## config.mk

```make
export PLATFORM = sky130hd
export DESIGN_NAME = lt_sched
export DESIGN_NICKNAME = d
export VERILOG_FILES = /design/src/rtl/lt_sched_pkg.sv /design/src/rtl/lt_sched_done_track.sv /design/src/rtl/lt_sched.sv
export SDC_FILE = /design/constraint.sdc
export NUM_CORES = 1
export LEC_CHECK = 0
export BUFFER_PORTS_ARGS = -buffer_cell sky130_fd_sc_hd__buf_2
export CORE_AREA = 2 2 382 384
export CTS_BUF_LIST = sky130_fd_sc_hd__clkbuf_8
export DETAILED_ROUTE_END_ITERATION = 8
export DIE_AREA = 0 0 384 386
export PLACE_DENSITY = 0.45
export REMOVE_ABC_BUFFERS = 1
export SYNTH_ARGS = -nofsm -noshare
export SYNTH_HDL_FRONTEND = slang
export SYNTH_HIERARCHICAL = 1
export SYNTH_SLANG_ARGS = --single-unit
```

## constraint.sdc

```tcl
create_clock -name clk -period 28.1 [get_ports clk]
set_input_delay 5.62 -clock clk [delete_from_list [all_inputs] [get_ports clk]]
set_output_delay 5.62 -clock clk [all_outputs]
set_load 0.03 [all_outputs]
```

## src/rtl/lt_sched_pkg.sv

```systemverilog
// Shared types and constants for the latency-engine scheduler.
package lt_sched_pkg;

    typedef enum logic [2:0] {
        ST_IDLE,
        ST_LOAD,
        ST_HOLD,
        ST_ARMED,
        ST_RUN,
        ST_FINISH
    } state_t;

    // Engine ID is stamped into each parameter half at this field.
    localparam int ENG_ID_OFS = 225;
    localparam int ENG_ID_W   = 5;

    localparam int HOLD_LEN   = 2;
    localparam int FINISH_LEN = 1;
    localparam int PHASE_W    = 2;

endpackage

```

## src/rtl/lt_sched_done_track.sv

```systemverilog
// Sticky per-engine completion masks and the all-armed-engines-finished compare.
module lt_sched_done_track #(
    parameter int NUM_ENGINES = 32
) (
    input  logic                   clk,
    input  logic                   rst,
    input  logic                   clear,
    input  logic                   en,
    input  logic [NUM_ENGINES-1:0] end_wr,
    input  logic [NUM_ENGINES-1:0] end_rd,
    input  logic [NUM_ENGINES-1:0] arm_wr,
    input  logic [NUM_ENGINES-1:0] arm_rd,
    output logic                   all_done
);

    logic [NUM_ENGINES-1:0] seen_wr, seen_rd;
    logic [NUM_ENGINES-1:0] seen_wr_nxt, seen_rd_nxt;

    assign seen_wr_nxt = seen_wr | end_wr;
    assign seen_rd_nxt = seen_rd | end_rd;

    always_ff @(posedge clk or posedge rst) begin
        if (rst) begin
            seen_wr <= '0;
            seen_rd <= '0;
        end else if (clear) begin
            seen_wr <= '0;
            seen_rd <= '0;
        end else if (en) begin
            seen_wr <= seen_wr_nxt;
            seen_rd <= seen_rd_nxt;
        end
    end

    // Includes this cycle's ends so the run closes on the cycle of the last end.
    assign all_done = ((seen_wr_nxt & arm_wr) == arm_wr) &&
                      ((seen_rd_nxt & arm_rd) == arm_rd);

endmodule

```

## src/rtl/lt_sched.sv

```systemverilog
// Latency-engine scheduler: loads per-engine parameters, launches armed engines, times the run.
// Optional run watchdog enabled by defining LT_SCHED_TIMEOUT_EN.
//
// state     | meaning
// IDLE      | no engines armed, accepting commands
// LOAD      | one-cycle ld pulse to engines, arm bit set
// HOLD      | parameter bus settling (HOLD_LEN cycles)
// ARMED     | at least one engine armed, accepting commands or go
// RUN       | engines running, collecting end flags
// FINISH    | done pulse, arm masks cleared
module lt_sched
    import lt_sched_pkg::*;
#(
    parameter int          NUM_ENGINES    = 32,
    parameter int          PARAMS_BITS    = 256,
    parameter logic [63:0] TIMEOUT_CYCLES = 64'hFFFF_FFFF
) (
    input  logic                     clk,
    input  logic                     rst,
    input  logic                     cmd_valid,
    output logic                     cmd_ready,
    input  logic [4:0]               cmd_engine,
    input  logic                     cmd_dir,
    input  logic [PARAMS_BITS-1:0]   cmd_params,
    input  logic                     go,
    input  logic                     abort,
    output logic                     ld_params_wr,
    output logic                     ld_params_rd,
    output logic [2*PARAMS_BITS-1:0] lt_params,
    output logic [NUM_ENGINES-1:0]   start_wr,
    output logic [NUM_ENGINES-1:0]   start_rd,
    input  logic [NUM_ENGINES-1:0]   end_wr,
    input  logic [NUM_ENGINES-1:0]   end_rd,
    output logic                     busy,
    output logic                     done,
    output logic                     aborted,
    output logic                     timed_out,
    output logic [63:0]              run_cycles
);

    state_t                 state, state_nxt;
    logic [PHASE_W-1:0]     phase_cnt;
    logic                   ld_dir;
    logic [4:0]             ld_eng;
    logic [NUM_ENGINES-1:0] arm_wr, arm_rd, eng_bit;
    logic [PARAMS_BITS-1:0] ld_word;
    logic [63:0]            run_cycles_inc;
    logic                   accept, eng_ok, launch, all_done;

    // Outputs must read 0 while reset is held, so ready is gated by rst too.
    assign cmd_ready      = !rst && ((state == ST_IDLE) || (state == ST_ARMED));
    assign accept         = cmd_valid && cmd_ready;
    assign eng_ok         = ({1'b0, cmd_engine} < 6'(NUM_ENGINES));
    assign launch         = (state == ST_ARMED) && go && ((|arm_wr) || (|arm_rd)) &&
                            !(accept && eng_ok);
    assign eng_bit        = NUM_ENGINES'(1) << ld_eng;
    assign run_cycles_inc = (&run_cycles) ? run_cycles : run_cycles + 64'd1;

    always_comb begin
        ld_word = cmd_params;
        ld_word[ENG_ID_OFS +: ENG_ID_W] = cmd_engine;
    end

`ifdef LT_SCHED_TIMEOUT_EN
    logic to_hit;
    assign to_hit = (run_cycles_inc == TIMEOUT_CYCLES);

    always_ff @(posedge clk or posedge rst) begin
        if (rst)
            timed_out <= 1'b0;
        else if (launch)
            timed_out <= 1'b0;
        else if ((state == ST_RUN) && !abort && !all_done && to_hit)
            timed_out <= 1'b1;
    end
`else
    logic unused_timeout;
    assign unused_timeout = ^TIMEOUT_CYCLES;
    assign timed_out      = 1'b0;
`endif

    always_ff @(posedge clk or posedge rst) begin
        if (rst)
            state <= ST_IDLE;
        else
            state <= state_nxt;
    end

    always_comb begin
        state_nxt    = state;
        busy         = 1'b0;
        done         = 1'b0;
        ld_params_wr = 1'b0;
        ld_params_rd = 1'b0;
        case (state)
            ST_IDLE: begin
                if (accept && eng_ok)
                    state_nxt = ST_LOAD;
            end
            ST_LOAD: begin
                busy         = 1'b1;
                ld_params_wr = !ld_dir;
                ld_params_rd = ld_dir;
                state_nxt    = ST_HOLD;
            end
            ST_HOLD: begin
                busy = 1'b1;
                if (phase_cnt == '0)
                    state_nxt = ST_ARMED;
            end
            ST_ARMED: begin
                // A valid command in the same cycle as go wins; go is dropped.
                if (accept && eng_ok)
                    state_nxt = ST_LOAD;
                else if (launch)
                    state_nxt = ST_RUN;
            end
            ST_RUN: begin
                busy = 1'b1;
                if (abort || all_done)
                    state_nxt = ST_FINISH;
`ifdef LT_SCHED_TIMEOUT_EN
                else if (to_hit)
                    state_nxt = ST_FINISH;
`endif
            end
            ST_FINISH: begin
                done = (phase_cnt == '0);
                if (phase_cnt == '0)
                    state_nxt = ST_IDLE;
            end
            default: state_nxt = ST_IDLE;
        endcase
    end

    always_ff @(posedge clk or posedge rst) begin
        if (rst) begin
            phase_cnt  <= '0;
            ld_dir     <= 1'b0;
            ld_eng     <= '0;
            lt_params  <= '0;
            arm_wr     <= '0;
            arm_rd     <= '0;
            start_wr   <= '0;
            start_rd   <= '0;
            run_cycles <= '0;
            aborted    <= 1'b0;
        end else begin
            start_wr <= '0;
            start_rd <= '0;

            if ((state_nxt == ST_HOLD) && (state != ST_HOLD))
                phase_cnt <= PHASE_W'(HOLD_LEN - 1);
            else if ((state_nxt == ST_FINISH) && (state != ST_FINISH))
                phase_cnt <= PHASE_W'(FINISH_LEN - 1);
            else if (phase_cnt != '0)
                phase_cnt <= phase_cnt - 1'b1;

            if (accept && eng_ok) begin
                ld_dir <= cmd_dir;
                ld_eng <= cmd_engine;
                if (cmd_dir)
                    lt_params[2*PARAMS_BITS-1:PARAMS_BITS] <= ld_word;
                else
                    lt_params[PARAMS_BITS-1:0] <= ld_word;
            end

            if (state == ST_LOAD) begin
                if (ld_dir)
                    arm_rd <= arm_rd | eng_bit;
                else
                    arm_wr <= arm_wr | eng_bit;
            end

            if (launch) begin
                start_wr   <= arm_wr;
                start_rd   <= arm_rd;
                run_cycles <= '0;
                aborted    <= 1'b0;
            end

            if (state == ST_RUN) begin
                run_cycles <= run_cycles_inc;
                if (abort)
                    aborted <= 1'b1;
            end

            if ((state == ST_FINISH) && (state_nxt == ST_IDLE)) begin
                arm_wr <= '0;
                arm_rd <= '0;
            end
        end
    end

    lt_sched_done_track #(
        .NUM_ENGINES(NUM_ENGINES)
    ) u_done_track (
        .clk     (clk),
        .rst     (rst),
        .clear   (launch),
        .en      (state == ST_RUN),
        .end_wr  (end_wr),
        .end_rd  (end_rd),
        .arm_wr  (arm_wr),
        .arm_rd  (arm_rd),
        .all_done(all_done)
    );

endmodule

```

# --- After elaboration in Yosys (flattened, before gate mapping) ---
# Index checks and enable logic that the tools add are counted.
totals:
  ff_bits: 780
  output_inout_bits: 647
classes:
  add_sub_neg: 2
  n_eq_ne: 13
  shift: 1
  n_mux: 32
  bitwise_logic: 7
  n_reduce_logical: 32
ops:
  columns: ["operator", "count"]
  rows:
  - ["2-to-1 mux 32 bit", 12]
  - ["2-to-1 mux 64 bit", 3]
  - ["bitwise OR 32 bit", 4]
  - ["adder 64 x 1 -> 64 bit (second input constant)", 1]
  - ["bitwise AND 32 bit", 2]
  - ["equality test 32 bit", 2]
  - ["AND reduction 64 bit", 1]
  - ["OR reduction 32 bit", 2]
  - ["left shift 1 x 5 -> 32 bit (first input constant)", 1]
  - ["2-to-1 mux 3 bit", 6]
  - ["case mux 3 bit (6 select lines)", 1]
  - ["AND reduction 2 bit", 5]
  - ["equality test 3 x 2 -> 1 bit (second input constant)", 3]
  - ["equality test 3 bit (second input constant)", 3]
  - ["logical AND 1 bit", 9]
  - ["nonzero test 2 bit", 4]
  - ["2-to-1 mux 1 bit", 7]
  - ["logical NOT 3 bit", 2]
  - ["2-to-1 mux 2 bit", 3]
  - ["equality test 3 x 1 -> 1 bit (second input constant)", 1]
  - ["logical NOT 1 bit", 3]
  - ["logical OR 1 bit", 3]
  - ["!= test 3 x 2 -> 1 bit (second input constant)", 1]
  - ["!= test 3 bit (second input constant)", 1]
  - ["other kinds (7)", 7]

# --- Depth between registers and ports, before layout ---
depth:
  word_depth: 13
  ltp_mapped: 10

# --- Cells and area by module ---
# The synthesis kept the hierarchy.
by_module_without_submodules:
  columns: ["module", "instances", "cells_per_inst", "area_each_um2", "seq_area_each_um2"]
  rows:
  - ["lt_sched", 1, 1938, 27516.4, 17917.2]
  - ["lt_sched_done_track", 1, 314, 2786.4, 1601.5]

# --- Least setup slack after synthesis ---
# OpenSTA, ideal clock, no wires.
synth_path:
  path_type: "input to output"
  start: "in rst"
  end: "out cmd_ready"
  t_arrival_ns: 6.365
  slack_ns: 16.115
  stages: 1
  cell_sequence: "nor3_1"
synth_between:
  elab_chain_len: 2
synth_rtl:
  columns: ["element", "line_no", "text"]
  rows:
  - ["from (decl)", "lt_sched.sv:19", "input logic rst,"]
  - ["logical NOT 1 bit (no source line)", null, null]
  - ["logical AND 1 bit", "lt_sched.sv:51", "assign cmd_ready = !rst && ((state == ST_IDLE) || (state == ST_ARMED));"]
  - ["to (decl)", "lt_sched.sv:21", "output logic cmd_ready,"]
# No other way between the ends.

# --- Worst setup path in the final report ---
# Ends and elaborated chain as after synthesis.

==> flow_results.org <==
** Route
- Highest metal layer with signal wires :: met5
- After detailed routing, the number of vias per cell comes to 4.29.
- Wire length after detailed routing :: 125000 microns
- In the detailed route, the total length drawn on met2 is 61400 microns.
- Dividing the detail-routed wire length by the instance count gives 23.6 microns.
- Before antenna repair, the detailed router went through 5 iterations.
- Number of antenna-violating nets in the routed design :: 0
- Metal-1 WL :: 49000 microns
- Wire segments on met3 add up to 11800 microns in the final route.
- In the routed design, unresolved DRC markers number 0.
- Total via count after detailed routing :: 22722
- DRT iter0 DRCs :: 1128

** Setup path
- Along the worst path, the maximum fanout reaches 4.
- On the worst path, the slowest cell contributes a delay of 0.27 ns.
- Grouping stages by cell kind, the critical path spends the most delay in buffers and inverters.
- Crit Path Class :: input port to output pin
- CP cell instances :: buf_2, nor3_1, buf_2
- The worst setup path is captured at an output pin.
- Startpoint class of the critical path :: input port
- Slowest stage cell, crit path :: sky130_fd_sc_hd__buf_2
- Crit path buffers/inverters :: 2
- Arrival time of the worst setup path :: 6.32 ns
- Critical Path RT :: 22.48 ns
- Crit-path most repeated cell :: sky130_fd_sc_hd__buf_2

** Clock tree
- Clk buf depth :: 3
- Gates resized during post-CTS repair numbered 0.
- Buffers added to address setup during post-CTS repair amount to 0.
- At the later pin of the worst-skew pair, clock insertion delay measures 0.86 ns.
- Clock tree synthesis found a total of 780 sinks.
- Clock-pin slew was measured on the worst setup and hold paths at 0.05 ns.
- CTS placed an instance of sky130_fd_sc_hd__clkbuf_8 at the clock tree root.
- Counting the buffers created by CTS gives 146.
- Cts-stage hold buffer count :: 0
- H-Tree Depth :: 4
- TritonCTS clock tree :: done

** Logic synthesis
- By area, the combinational part of the netlist is dominated by multiplexers.
- Number of enable-type register cells in the synthesized netlist :: 0
- After Yosys synthesis, full adders, half adders and majority gates account for 0.0826% of the synthesized area.
- Sequential-to-total area share from yosys stat :: 64.4%
- Count of warnings emitted by yosys :: 6
- After Yosys synthesis, XOR and XNOR cells account for 0.405% of the synthesized area.
- Async SR Flop Fraction :: 100%
- Synthesized area :: 30300 sq um
- Number of library cell types mapped by synthesis :: 54
- Synthesis handed over a netlist of 2252 instances.
- Post-synthesis simple-gate area fraction :: 8.79%
- Of the post-synthesis cell area, the part taken by muxes is 19.3%.
- Syn_area_per_cell :: 13.5 sq um
- The most used flip-flop cell after synthesis is sky130_fd_sc_hd__dfrtp_1.
- The synthesized netlist devotes 5.23% of its cell area to compound gates.
- Counting flops and latches in the post-synthesis netlist gives 780.

** Global routing
- Initial antenna violation count :: 61
- The total overflow left after global routing is 0.
- The number of global-route vias before repair came to 22645.
- Largest net degree at the start of global routing :: 166
- Wire length of the first global-routing pass :: 173000 microns
- In the global route stage, overall resource usage came out at 16.3%.

** Final layout
- Summing all non-filler instances in the final layout gives an area of 40300 sq um.
- Layout Utilization :: 27.9%
- Layout cells sized above 1 :: 51.3%
- Post-layout net count :: 3602
- Fill cells :: 15308
- Area growth from synthesis to final layout :: 33.1%

** Die
- DIE AREA :: 148000 sq um
- In this run the core area contains 140 standard-cell rows.
- Die span in x :: 384 microns
- Floorplan die height :: 386 microns
- Starting density of the core :: 21.0%
- The core region is 145000 sq um.
- In this run the count of I/O pins placed on the die edge is 978.

** STA
- Min Hold Slack :: 0.492 ns
- Final clock period utilization by the worst path :: 42.5%
- The number of failing hold endpoints at the final stage was 0.
- Setup violations, final :: 0
- Max-slew violations :: 0
- Static timing analysis puts the maximum clock frequency at 83.8 MHz.
- In the final timing run, aggregate negative setup slack is 0 ns.
- Headroom to the max-slew limit :: 28.4%
- Final Skew :: 0.0510 ns
- Measured slew at the worst slew-check pin :: 1.06 ns
- RSZ-0062 raised after global routing :: false
- After layout, the minimum clock period comes to 11.94 ns.

** Place
- The congestion estimate from routability-driven global placement came to 0.822.
- The count of buffers added on input and output ports is 971.
- Placed inst area :: 37300 sq um
- Hpwl dp :: 94200 microns

** Power
- Summed over all cells, the static leakage comes to 20.0 nW.
- Total Power Consumption :: 5.30 mW
- Worst voltage drop across the vdd grid :: 0.0000705 V
- Power per cell area :: 132 nW/um^2

** Min path
- HP Class :: flip-flop to flip-flop

** Outcome
- The run finished with clean final reports.

** Flow run
- The tool flagged a number of max-cap violations equal to 0.
cell families after synthesis:
family,after synthesis
DFF,780
and+or+nand+nor,537
xor gates and xnor gates,14
other,1
muxes,520
adders and majority gates,2
buffers and inverters,134
AOI/OAI and AO/OA,264
path summary, 6_finish.rpt:
path / start / to / slack (ns) / depth (start not counted)
setup / recovery: rst / cmd_ready / 16.16 / 3
hold / removal: u_done_track/seen_rd[30] / u_done_track/seen_rd[30] / 0.49 / 2
setup reg to reg: state[0] / lt_params[324] / 24.02 / 6
hold reg to reg: u_done_track/seen_rd[30] / u_done_track/seen_rd[30] / 0.49 / 2
max in group asynchronous: rst / lt_params[54] / 18.60 / 7
min in group asynchronous: rst / u_done_track/seen_wr[28] / 4.76 / 2
worst reg2reg max path: cells and delay by family (launching register included):
kind	cells	cell delay, ns
multiplexers	1	0.83
AND/OR/NAND/NOR	2	1.44
XOR/XNOR	1	0.20
buffers and inverters	2	0.90
flip-flops	1	0.58
per-stage QoR:
step | std cells | setup slack [ns]
after global routing | 5293 | 16.09
final | 5298 | 16.16
after global placement | 5038 | 16.18
after detailed placement | 5038 | 16.17
after floorplan | 2128 | 2.40
after CTS | 5290 | 16.17
state kept, by name (all words and copies together), names as in the netlist, 5 cells and up:
signal,count
lt_params,512
run_cycles,64
arm_rd,32
ld_eng,5
arm_wr,32
u_done_track/seen_rd,32
start_rd,32
start_wr,32
u_done_track/seen_wr,32
cell type report:
cell class | count | area, sq um | area share, %
Clock buffer | 175 | 2410 | 5.97
Tap cell | 1917 | 2400 | 5.95
Clock inverter | 77 | 587 | 1.46
Timing Repair Buffer | 993 | 5060 | 12.6
Multi-Input combinational cell | 1338 | 10300 | 25.5
Antenna cell | 8 | 20.0 | 0.0496
Inverter | 10 | 45.0 | 0.112
Sequential cell | 780 | 19500 | 48.4
cell usage after synthesis, types with 25 or more instances:
cell type,instances,area share [%]
sky130_fd_sc_hd__and3_1,72,1.5
sky130_fd_sc_hd__dfrtp_1,780,64
sky130_fd_sc_hd__mux2_2,512,19
sky130_fd_sc_hd__a22oi_1,29,0.72
sky130_fd_sc_hd__a21oi_1,151,2.5
sky130_fd_sc_hd__nand2_1,65,0.81
sky130_fd_sc_hd__nand3_1,32,0.53
sky130_fd_sc_hd__nor4_1,25,0.52
sky130_fd_sc_hd__clkbuf_1,101,1.3
sky130_fd_sc_hd__nand4_1,30,0.62
sky130_fd_sc_hd__nor2_1,225,2.8
layout by cell type (no fill, tap or decap), types with 3 or more instances in the layout:
| cell type | instances |
|---|---|
| sky130_fd_sc_hd__a21oi_1 | 151 |
| sky130_fd_sc_hd__a22oi_1 | 29 |
| sky130_fd_sc_hd__and2_1 | 5 |
| sky130_fd_sc_hd__and3_1 | 72 |
| sky130_fd_sc_hd__and4_1 | 7 |
| sky130_fd_sc_hd__buf_12 | 3 |
| sky130_fd_sc_hd__buf_2 | 971 |
| sky130_fd_sc_hd__buf_4 | 19 |
| sky130_fd_sc_hd__bufinv_16 | 6 |
| sky130_fd_sc_hd__clkbuf_8 | 175 |
| sky130_fd_sc_hd__clkinv_2 | 8 |
| sky130_fd_sc_hd__clkinv_8 | 3 |
| sky130_fd_sc_hd__clkinvlp_4 | 6 |
| sky130_fd_sc_hd__dfrtp_1 | 780 |
| sky130_fd_sc_hd__diode_2 | 8 |
| sky130_fd_sc_hd__inv_1 | 54 |
| sky130_fd_sc_hd__inv_12 | 5 |
| sky130_fd_sc_hd__inv_2 | 3 |
| sky130_fd_sc_hd__mux2_2 | 512 |
| sky130_fd_sc_hd__mux2i_1 | 8 |
| sky130_fd_sc_hd__nand2_1 | 64 |
| sky130_fd_sc_hd__nand2b_1 | 9 |
| sky130_fd_sc_hd__nand3_1 | 32 |
| sky130_fd_sc_hd__nand4_1 | 30 |
| sky130_fd_sc_hd__nor2_1 | 224 |
| sky130_fd_sc_hd__nor3_1 | 19 |
| sky130_fd_sc_hd__nor3b_1 | 7 |
| sky130_fd_sc_hd__nor4_1 | 24 |
| sky130_fd_sc_hd__o2111ai_1 | 7 |
| sky130_fd_sc_hd__o211ai_1 | 18 |
| sky130_fd_sc_hd__o21ai_0 | 21 |
| sky130_fd_sc_hd__o311ai_0 | 5 |
| sky130_fd_sc_hd__o31ai_1 | 21 |
| sky130_fd_sc_hd__or3_1 | 15 |
| sky130_fd_sc_hd__or4_1 | 10 |
| sky130_fd_sc_hd__xor2_1 | 12 |
power breakdown:
part	internal, mW	total (mW)	switching [mW]
clock	0.624	1.14	0.520
sequential	1.61	1.92	0.310
combinational	0.718	2.24	1.52
total	2.95	5.30	2.36
metal layers:
metal	vias up	GRT usage, %
met5	-	0
met1	11514	19.2
met2	850	27.4
li1	10108	-
met3	200	6.36
met4	50	4.31
Power figures use the tool's default switching activity.
